### src/rtl/pal_fuse_loader.sv
// ---------------------------------------------------------------------------
// pal_fuse_loader
//
// Writer side of the PAL fuse map. A configuration host streams NUM_BYTES fuse
// bytes followed by one XOR checksum byte over a valid/ready handshake. The
// bytes are collected in a shadow register. The shadow register is copied into
// fuse_map in a single cycle, and only when the checksum matches. This means
// the PAL core never sees a partial or corrupted image.
//
// Fuse layout: byte k, bit b -> fuse bit 8k+b.
// Term t occupies fuse bits [t*2*NUM_INPUTS +: 2*NUM_INPUTS].
// Inside a term, bit 2i is the true literal of input i and bit 2i+1 is its
// complement.
//
// Ports
//   clk        in   rising-edge clock
//   rst        in   synchronous active-high reset (also clears fuse_map)
//   start      in   begin a load; honoured only when idle
//   abort      in   cancel a load (or a readback) in progress
//   in_data    in   [7:0] fuse / checksum byte
//   in_valid   in   in_data valid
//   in_ready   out  loader accepts a byte (LOAD and CHECK states)
//   fuse_map   out  [FUSE_BITS-1:0] committed fuse map
//   fuse_valid out  fuse_map holds a verified image
//   busy       out  loader not idle
//   done       out  one-cycle pulse when a load finishes (pass or fail)
//   err        out  sticky load failure, cleared by an accepted start
//
// Optional feature, enabled with `define PAL_FUSE_READBACK_EN:
//   rb_req     in   request a readback of the committed map (needs fuse_valid)
//   rb_data    out  [7:0] readback byte: map bytes in load order, then checksum
//   rb_valid   out  rb_data valid
//   rb_ready   in   consumer accepts rb_data
// ---------------------------------------------------------------------------
module pal_fuse_loader #(
    parameter int NUM_INPUTS = 5,
    parameter int NUM_TERMS  = 8
) (
    input  logic                              clk,
    input  logic                              rst,
    input  logic                              start,
    input  logic                              abort,
    input  logic [7:0]                        in_data,
    input  logic                              in_valid,
    output logic                              in_ready,
    output logic [2*NUM_INPUTS*NUM_TERMS-1:0] fuse_map,
    output logic                              fuse_valid,
    output logic                              busy,
    output logic                              done,
`ifdef PAL_FUSE_READBACK_EN
    output logic                              err,
    input  logic                              rb_req,
    output logic [7:0]                        rb_data,
    output logic                              rb_valid,
    input  logic                              rb_ready
`else
    output logic                              err
`endif
);
    localparam int FUSE_BITS = 2 * NUM_INPUTS * NUM_TERMS;
    localparam int NUM_BYTES = (FUSE_BITS + 7) / 8;
    localparam int CNT_W     = (NUM_BYTES > 1) ? $clog2(NUM_BYTES) : 1;
    localparam logic [CNT_W-1:0] LAST_BYTE = CNT_W'(NUM_BYTES - 1);

    typedef enum logic [1:0] {
        ST_IDLE  = 2'd0,
        ST_LOAD  = 2'd1,
`ifdef PAL_FUSE_READBACK_EN
        ST_CHECK = 2'd2,
        ST_RDBK  = 2'd3
`else
        ST_CHECK = 2'd2
`endif
    } state_t;

    state_t                 r_state;
    state_t                 w_state_next;
    logic [CNT_W-1:0]       r_count;
    logic [7:0]             r_csum;
    logic [NUM_BYTES*8-1:0] r_shadow;
    logic [FUSE_BITS-1:0]   r_fuse_map;
    logic                   r_fuse_valid;
    logic                   r_done;
    logic                   r_err;

    // One-cycle event strobes decoded by the FSM.
    logic                   w_start_acc;
    logic                   w_load_xfer;
    logic                   w_check_xfer;
    logic                   w_abort_acc;
    logic [NUM_BYTES-1:0]   w_byte_we;

`ifdef PAL_FUSE_READBACK_EN
    localparam int RB_W = $clog2(NUM_BYTES + 1);
    logic [RB_W-1:0]        r_rb_idx;
    logic                   w_rb_start;
    logic                   w_rb_step;
    logic [NUM_BYTES*8-1:0] w_fuse_pad;
    logic [7:0]             w_fuse_byte [NUM_BYTES];
    logic [7:0]             w_rb_csum;
`endif

    // ---------------- FSM: state register ----------------
    always_ff @(posedge clk) begin
        if (rst) begin
            r_state <= ST_IDLE;
        end else begin
            r_state <= w_state_next;
        end
    end

    // ---------------- FSM: next state and strobes ----------------
    // abort is tested before in_valid so that a byte offered in the
    // abort cycle is dropped rather than stored or checked.
    always_comb begin
        w_state_next = r_state;
        in_ready     = 1'b0;
        w_start_acc  = 1'b0;
        w_load_xfer  = 1'b0;
        w_check_xfer = 1'b0;
        w_abort_acc  = 1'b0;
`ifdef PAL_FUSE_READBACK_EN
        w_rb_start   = 1'b0;
        w_rb_step    = 1'b0;
        rb_valid     = 1'b0;
`endif
        case (r_state)
            ST_IDLE: begin
                if (start) begin
                    w_start_acc  = 1'b1;
                    w_state_next = ST_LOAD;
                end
`ifdef PAL_FUSE_READBACK_EN
                else if (rb_req && r_fuse_valid) begin
                    w_rb_start   = 1'b1;
                    w_state_next = ST_RDBK;
                end
`endif
            end
            ST_LOAD: begin
                in_ready = 1'b1;
                if (abort) begin
                    w_abort_acc  = 1'b1;
                    w_state_next = ST_IDLE;
                end else if (in_valid) begin
                    w_load_xfer = 1'b1;
                    if (r_count == LAST_BYTE) begin
                        w_state_next = ST_CHECK;
                    end
                end
            end
            ST_CHECK: begin
                in_ready = 1'b1;
                if (abort) begin
                    w_abort_acc  = 1'b1;
                    w_state_next = ST_IDLE;
                end else if (in_valid) begin
                    w_check_xfer = 1'b1;
                    w_state_next = ST_IDLE;
                end
            end
`ifdef PAL_FUSE_READBACK_EN
            ST_RDBK: begin
                rb_valid = 1'b1;
                if (abort) begin
                    w_state_next = ST_IDLE;
                end else if (rb_ready) begin
                    w_rb_step = 1'b1;
                    if (r_rb_idx == RB_W'(NUM_BYTES)) begin
                        w_state_next = ST_IDLE;
                    end
                end
            end
`endif
            default: begin
                w_state_next = ST_IDLE;
            end
        endcase
    end

    // ---------------- Shadow register ----------------
    for (genvar gi = 0; gi < NUM_BYTES; gi++) begin : g_byte_we
        assign w_byte_we[gi] = w_load_xfer && (r_count == CNT_W'(gi));
    end

    always_ff @(posedge clk) begin
        if (rst || w_start_acc) begin
            r_shadow <= '0;
        end else begin
            for (int k = 0; k < NUM_BYTES; k++) begin
                if (w_byte_we[k]) begin
                    r_shadow[k*8 +: 8] <= in_data;
                end
            end
        end
    end

    // ---------------- Counter, checksum, commit, status ----------------
    // Any padding bits in the last byte still enter r_csum. Only the low
    // FUSE_BITS bits of the shadow register are committed.
    always_ff @(posedge clk) begin
        if (rst) begin
            r_count      <= '0;
            r_csum       <= 8'h00;
            r_fuse_map   <= '0;
            r_fuse_valid <= 1'b0;
            r_done       <= 1'b0;
            r_err        <= 1'b0;
        end else begin
            r_done <= w_check_xfer;
            if (w_start_acc) begin
                r_count <= '0;
                r_csum  <= 8'h00;
                r_err   <= 1'b0;
            end
            if (w_load_xfer) begin
                r_count <= r_count + CNT_W'(1);
                r_csum  <= r_csum ^ in_data;
            end
            if (w_check_xfer) begin
                if (r_csum == in_data) begin
                    r_fuse_map   <= r_shadow[FUSE_BITS-1:0];
                    r_fuse_valid <= 1'b1;
                end else begin
                    r_err <= 1'b1;
                end
            end
            if (w_abort_acc) begin
                r_err <= 1'b1;
            end
        end
    end

`ifdef PAL_FUSE_READBACK_EN
    // ---------------- Readback ----------------
    // The committed map is zero-padded to whole bytes. The readback checksum
    // is therefore the XOR of exactly the bytes that are streamed out.
    always_comb begin
        w_fuse_pad                = '0;
        w_fuse_pad[FUSE_BITS-1:0] = r_fuse_map;
    end

    for (genvar gi = 0; gi < NUM_BYTES; gi++) begin : g_rb_byte
        assign w_fuse_byte[gi] = w_fuse_pad[gi*8 +: 8];
    end

    always_comb begin
        w_rb_csum = 8'h00;
        for (int k = 0; k < NUM_BYTES; k++) begin
            w_rb_csum = w_rb_csum ^ w_fuse_byte[k];
        end
    end

    always_comb begin
        rb_data = 8'h00;
        if (r_state == ST_RDBK) begin
            rb_data = w_rb_csum;
            for (int k = 0; k < NUM_BYTES; k++) begin
                if (r_rb_idx == RB_W'(k)) begin
                    rb_data = w_fuse_byte[k];
                end
            end
        end
    end

    always_ff @(posedge clk) begin
        if (rst || w_rb_start) begin
            r_rb_idx <= '0;
        end else if (w_rb_step) begin
            r_rb_idx <= r_rb_idx + RB_W'(1);
        end
    end
`endif

    assign fuse_map   = r_fuse_map;
    assign fuse_valid = r_fuse_valid;
    assign busy       = (r_state != ST_IDLE);
    assign done       = r_done;
    assign err        = r_err;

endmodule

### config.mk
export PLATFORM = sky130hd
export DESIGN_NAME = pal_fuse_loader
export DESIGN_NICKNAME = d
export VERILOG_FILES = /design/src/rtl/pal_fuse_loader.sv
export SDC_FILE = /design/constraint.sdc
export NUM_CORES = 1
export LEC_CHECK = 0
export BUFFER_PORTS_ARGS = -buffer_cell sky130_fd_sc_hd__buf_2
export CORE_UTILIZATION = 59
export CTS_BUF_LIST = sky130_fd_sc_hd__clkbuf_8
export CTS_CLUSTER_DIAMETER = 200
export DETAILED_ROUTE_END_ITERATION = 6
export PLACE_DENSITY_LB_ADDON = 0.15
export SLEW_MARGIN = 20
export SYNTH_ARGS = -nofsm -noshare
export SYNTH_HDL_FRONTEND = slang
export SYNTH_SLANG_ARGS = --single-unit
export TNS_END_PERCENT = 10
### constraint.sdc
create_clock -name clk -period 2.2 [get_ports clk]
set_input_delay 0.22 -clock clk [delete_from_list [all_inputs] [get_ports clk]]
set_output_delay 0.22 -clock clk [all_outputs]
set_load 0.02 [all_outputs]
### Word level (Yosys, flattened, before mapping)

Index checks and enable logic that the tools add are counted.

* mux-type cells: 24
* reduce and logical (&&, ||, !) cells: 18
* add/subtract/negate cells: 1
* bitwise operators: 1
* equal/unequal tests: 16

Operators with widths (number)
* $eq 4x3->1 const B: 4
* $mux 8: 2
* $mux 1: 13
* $mux 2: 6
* $logic_and 1x1->1: 10
* $ne 3x3->1 const B: 3
* $eq 4x2->1 const B: 2
* $eq 4x4->1 const B: 2
* $eq 8x8->1: 1
* $mux 4: 2
* $xor 8x8->8: 1
* $pmux 2 s3: 1
* $add 4x1->4 const B: 1
* $eq 4x1->1 const B: 1
* $logic_not 4->1: 1
* $reduce_and 4->1: 1
* $reduce_bool 2->1: 2
* $eq 2x1->1 const B: 1
* $eq 2x2->1 const B: 1
* $logic_not 2->1: 1
* $ne 2x2->1 const B: 1
* $reduce_and 2->1: 1
* $reduce_or 2->1: 1
* $logic_or 1x1->1: 1

* input port bits: 13
* output and inout bits: 85
* logic and storage cells: 77
* bits in registers: 177

### Longest topological paths before layout

* depth in word-level cells: 6
* depth in mapped cells: 9
* mapped depth without buffers: 7

### Worst setup path after synthesis

No wires, ideal clock.

* path kind: reg-to-reg
* from: register r_state[1]
* to: register r_shadow[0]
* period minus slack after synthesis: 1.699 ns
* required time: 2.130 ns
* slack: 0.501 ns
* library setup time: 0.070 ns
* path buffers: 1
* stages on the path, launching flop included: 8
* arrival: 1.629 ns
* cell sequence: dfxtp_1 -> inv_1 -> ha_1 -> nand3b_1 -> nor3_2 -> clkbuf_1 -> nand3_1 -> a21oi_1

* longest elaborated chain between the ends: 3
* elaborated cells on any way between the ends: 6
* those cells by class: eq/ne: 1; mux: 2; reduce/logical: 3

RTL lines
* from (decl): RTL line 76 `state_t r_state;`
* from (signal assigned): RTL line 108 `r_state <= w_state_next;`
* $eq 2x1->1 / $logic_not 2->1 (equally long branches): RTL line 127 `case (r_state)`
* $mux 1: RTL line 127
* $logic_and 1x1->1 / $logic_or 1x1->1 (equally long branches): RTL line 183, 187
* to (signal, indexed assignment): RTL line 192 `r_shadow[k*8 +: 8] <= in_data;`
* to (decl): RTL line 80 `logic [NUM_BYTES*8-1:0] r_shadow;`

Several ways; a longest one is shown, not always the timed one.
A chain may end at the register's enable or synchronous reset.

### Worst setup path in the final report

* from: register r_state[0]
* to: register r_fuse_map[40], in the netlist fuse_map[40]

* longest elaborated chain between the ends: 3

RTL lines
* $eq 2x2->1: RTL line 127
* $mux 1: RTL line 127
* $reduce_and 2->1 (no source line)
* to (signal assigned): RTL line 222 `r_fuse_map <= r_shadow[FUSE_BITS-1:0];`
* to (decl): RTL line 81 `logic [FUSE_BITS-1:0] r_fuse_map;`

Every way passes these cells.

==> run_results.csv <==
group,metric,value,unit
synth,ys_types,34,
floorplan,ioPinCount,98,
floorplan,core_area,0.0109,mm2
finish,nets,932,
sta,layout_min_cycle_time,1.94,ns
clock_network,post_cts_resize_count,0,
finish,multi_input_area,0.00278,mm2
synth,ys_seq_elements,177,
grt,antenna_found_initial,0,
grt,first_global_vias,5554,
finish,seq_area,0.00354,mm2
sta,max_freq,514,MHz
route,wl,15500,um
pwr,p_leak,2.77,nW
route,avgRoutedWirePerCell,14.6,um
pwr,p_sw,1.41,mW
route,ant_nets,0,
finish,final_common_cell,"nand2_1",
synth,syn_area_per_cell,7.95,um2
pwr,switching_share,25.0,%
clock_network,cts_buffers,17,
synth,synth.yosys.seq_area_share,53.6,%
placed_design,port_buffers,97,
grt,grt_pass1_wl,25600,um
pwr,ir_drop,0.467,mV
setup_path,worstPathMaxFanout,43,
pwr,power,5.62,mW
clock_network,cts_tree,"built",
run,drv_cap,0,
route,routed_via_density,5.58,
sta,period_share,88.4,%
clock_network,clock_latency,0.46,ns
finish,final_cell_mix,"nand2_1, dfxtp_1, a21oi_1",
grt,grt_start_max_net_pins,65,
min_path,min-delay-path-class,"input port to flip-flop",
floorplan,die_w,108,um
grt,grt_usage,28.2,%
synth,synthesis.nets,852,
sta,fin_skew,0.00878,ns
sta,setup_tns,0,ns
sta,relSlewSlack,56.8,%
floorplan,start_util,60.7,%
placed_design,gp_congestion,0.848,
route,drtIter0Drc,469,
synth,syn_inst,831,
floorplan,dieArea,0.0116,mm2
clock_network,htreeDepth,4,
clock_network,clk_pin_slew,0.09,ns
pwr,power_density,737,mW/mm2
setup_path,cp_cell_sequence,"inv_1 > ha_1 > nand3b_1 > nor3_1 > and4_2 > buf_12 > nand2_1 > a21oi_1",
pwr,comb_power_share,6.9,%
setup_path,cp-start-kind,"flip-flop",
route,drc,0,
status,status,"complete, no violations",
sta,finalSetupViolCount,0,
setup_path,required,2.59,ns
sta,rsz0062_at_grt,"no",
sta,hold_viol_final,0,
sta,final_max_slew_viol_count,0,
finish,syn_to_final_growth,15.4,%
finish,fillerInstances,895,
clock_network,clockBufferDepth,2,
route,vias,5932,
setup_path,crit_slowest_cell,"and4_2",
pwr,p_seq_share,57.5,%
floorplan,rows,38,
route,first_pass_iters,5,
pwr,pwr-share-clk,35.6,%
placed_design,dpl.hpwl,10400,um
pwr,internal_power,4.21,mW
clock_network,clockRootBuffer,"clkbuf_8",
finish,drive_above_1_share,17.5,%
grt,gr-total-overflow,0,
finish,diodes,0,
floorplan,die_h,108,um
setup_path,critPathKind,"flip-flop to flip-flop",
synth,ys_warn_count,0,
setup_path,cp-end-kind,"flip-flop",
clock_network,clock_sinks,177,
sta,worstMarginPinSlew,0.648,ns
synth,netlist_area,0.00661,mm2
setup_path,cpPeakStageDelay,0.35,ns
setup_path,arrival,2.34,ns
metal layers:
metal | GRT usage (%) | up-vias | part of all wire, %
met1 | 34.8 | 2755 | 43
met4 | 12.7 | 0 | 2.6
li1 | - | 2919 | -
met3 | 5.75 | 36 | 6.6
met2 | 47.3 | 222 | 48
met5 | 0 | - | 0
power groups by stage:
stage | clock, mW | sequential (mW) | combinational [mW]
2_1_floorplan | 0 | 3.31 | 0.242
3_3_place_gp | 0 | 3.31 | 0.357
3_5_place_dp | 0 | 3.31 | 0.372
4_1_cts | 2.03 | 3.23 | 0.376
5_1_grt | 2.18 | 3.23 | 0.417
6_report | 2.00 | 3.23 | 0.385
final timing paths:
| path | start | slack, ns | to | cells after the start |
|---|---|---|---|---|
| max | r_state[0]$_SDFFE_PP0P_ | 0.26 | fuse_map[40]$_SDFFE_PP0P_ | 8 |
| min | abort | 0.08 | err$_SDFF_PP0_ | 3 |
| max reg2reg | r_state[0]$_SDFFE_PP0P_ | 0.26 | fuse_map[40]$_SDFFE_PP0P_ | 8 |
| min reg2reg | fuse_map[38]$_SDFFE_PP0P_ | 0.45 | fuse_map[38]$_SDFFE_PP0P_ | 2 |
flip-flops by register name, indices dropped and copies added, names as in the netlist:
name,count
r_state,2
err,1
r_count,4
done,1
r_csum,8
r_shadow,80
fuse_map,80
fuse_valid,1
critical path, delay by kind of cell (launching register included):
| family | cells | cell delay, ns |
|---|---|---|
| simple gates | 4 | 0.89 |
| flops | 1 | 0.34 |
| buf+inv | 2 | 0.31 |
| compound gates | 1 | 0.14 |
| fa+ha+maj | 1 | 0.18 |
stage by stage:
stage               hold slack [ns]  util [%]  instances  instance area (um2)  setup slack [ns]
CTS                          0.0612      70.0       1063                 7620             0.138
global placement              0.436      66.7       1031                 7260             0.232
global route                 0.0898      70.0       1064                 7620             0.117
finish                       0.0824      70.0       1064                 7620             0.255
detailed placement            0.441      66.7       1031                 7260             0.178
floorplan                     0.378         -        831                 6610             0.501
cells by family (layout without fill, tap and decap cells):
kind of cell               Yosys count  in the layout  synth area share, %
muxes                                2              2                0.303
xor gates and xnor gates             2              2                0.265
AOI/OAI and AO/OA                  188            188                 15.0
buffers and inverters               71            164                 4.58
adders and majority gates            8              8                 1.51
and+or+nand+nor                    383            383                 24.8
DFF                                177            177                 53.6
cells in the mapped netlist, drive strengths merged:
master	count	area share [%]
a2111oi	2	0.45
nand4	1	0.095
ha	8	1.5
or3	1	0.095
a21oi	166	13
nor3b	2	0.38
nand3b	5	0.57
a311oi	1	0.13
xor2	2	0.27
nor3	2	0.23
nand3	81	6.1
a41oi	1	0.13
nand4b	1	0.13
o31ai	1	0.11
clkbuf	47	2.7
nand2b	1	0.095
a22oi	5	0.57
mux2i	2	0.30
and3b	1	0.13
buf	17	1.5
o21ai	10	0.76
dfxtp	177	54
inv	7	0.40
nor2b	12	1.1
and4	1	0.13
a221oi	1	0.13
nor4	1	0.095
nand2	255	14
o22ai	1	0.095
nor2	19	1.1
timing repair:
action / 4_1_cts / 5_1_grt
setup endpoints to repair: 0 / 40
buffers inserted: 0 / 1
hold buffers: 0 / 0
cell type report:
| class | count | area share [%] |
|---|---|---|
| inverters | 7 | 0.345 |
| clock inverters | 11 | 0.853 |
| clock buffers | 21 | 3.79 |
| multi-input cells | 583 | 36.5 |
| flip-flops and latches | 177 | 46.5 |
| repair buffers | 125 | 9.78 |
| well taps | 140 | 2.30 |
Note: power is estimated with default switching activity, not from simulation.
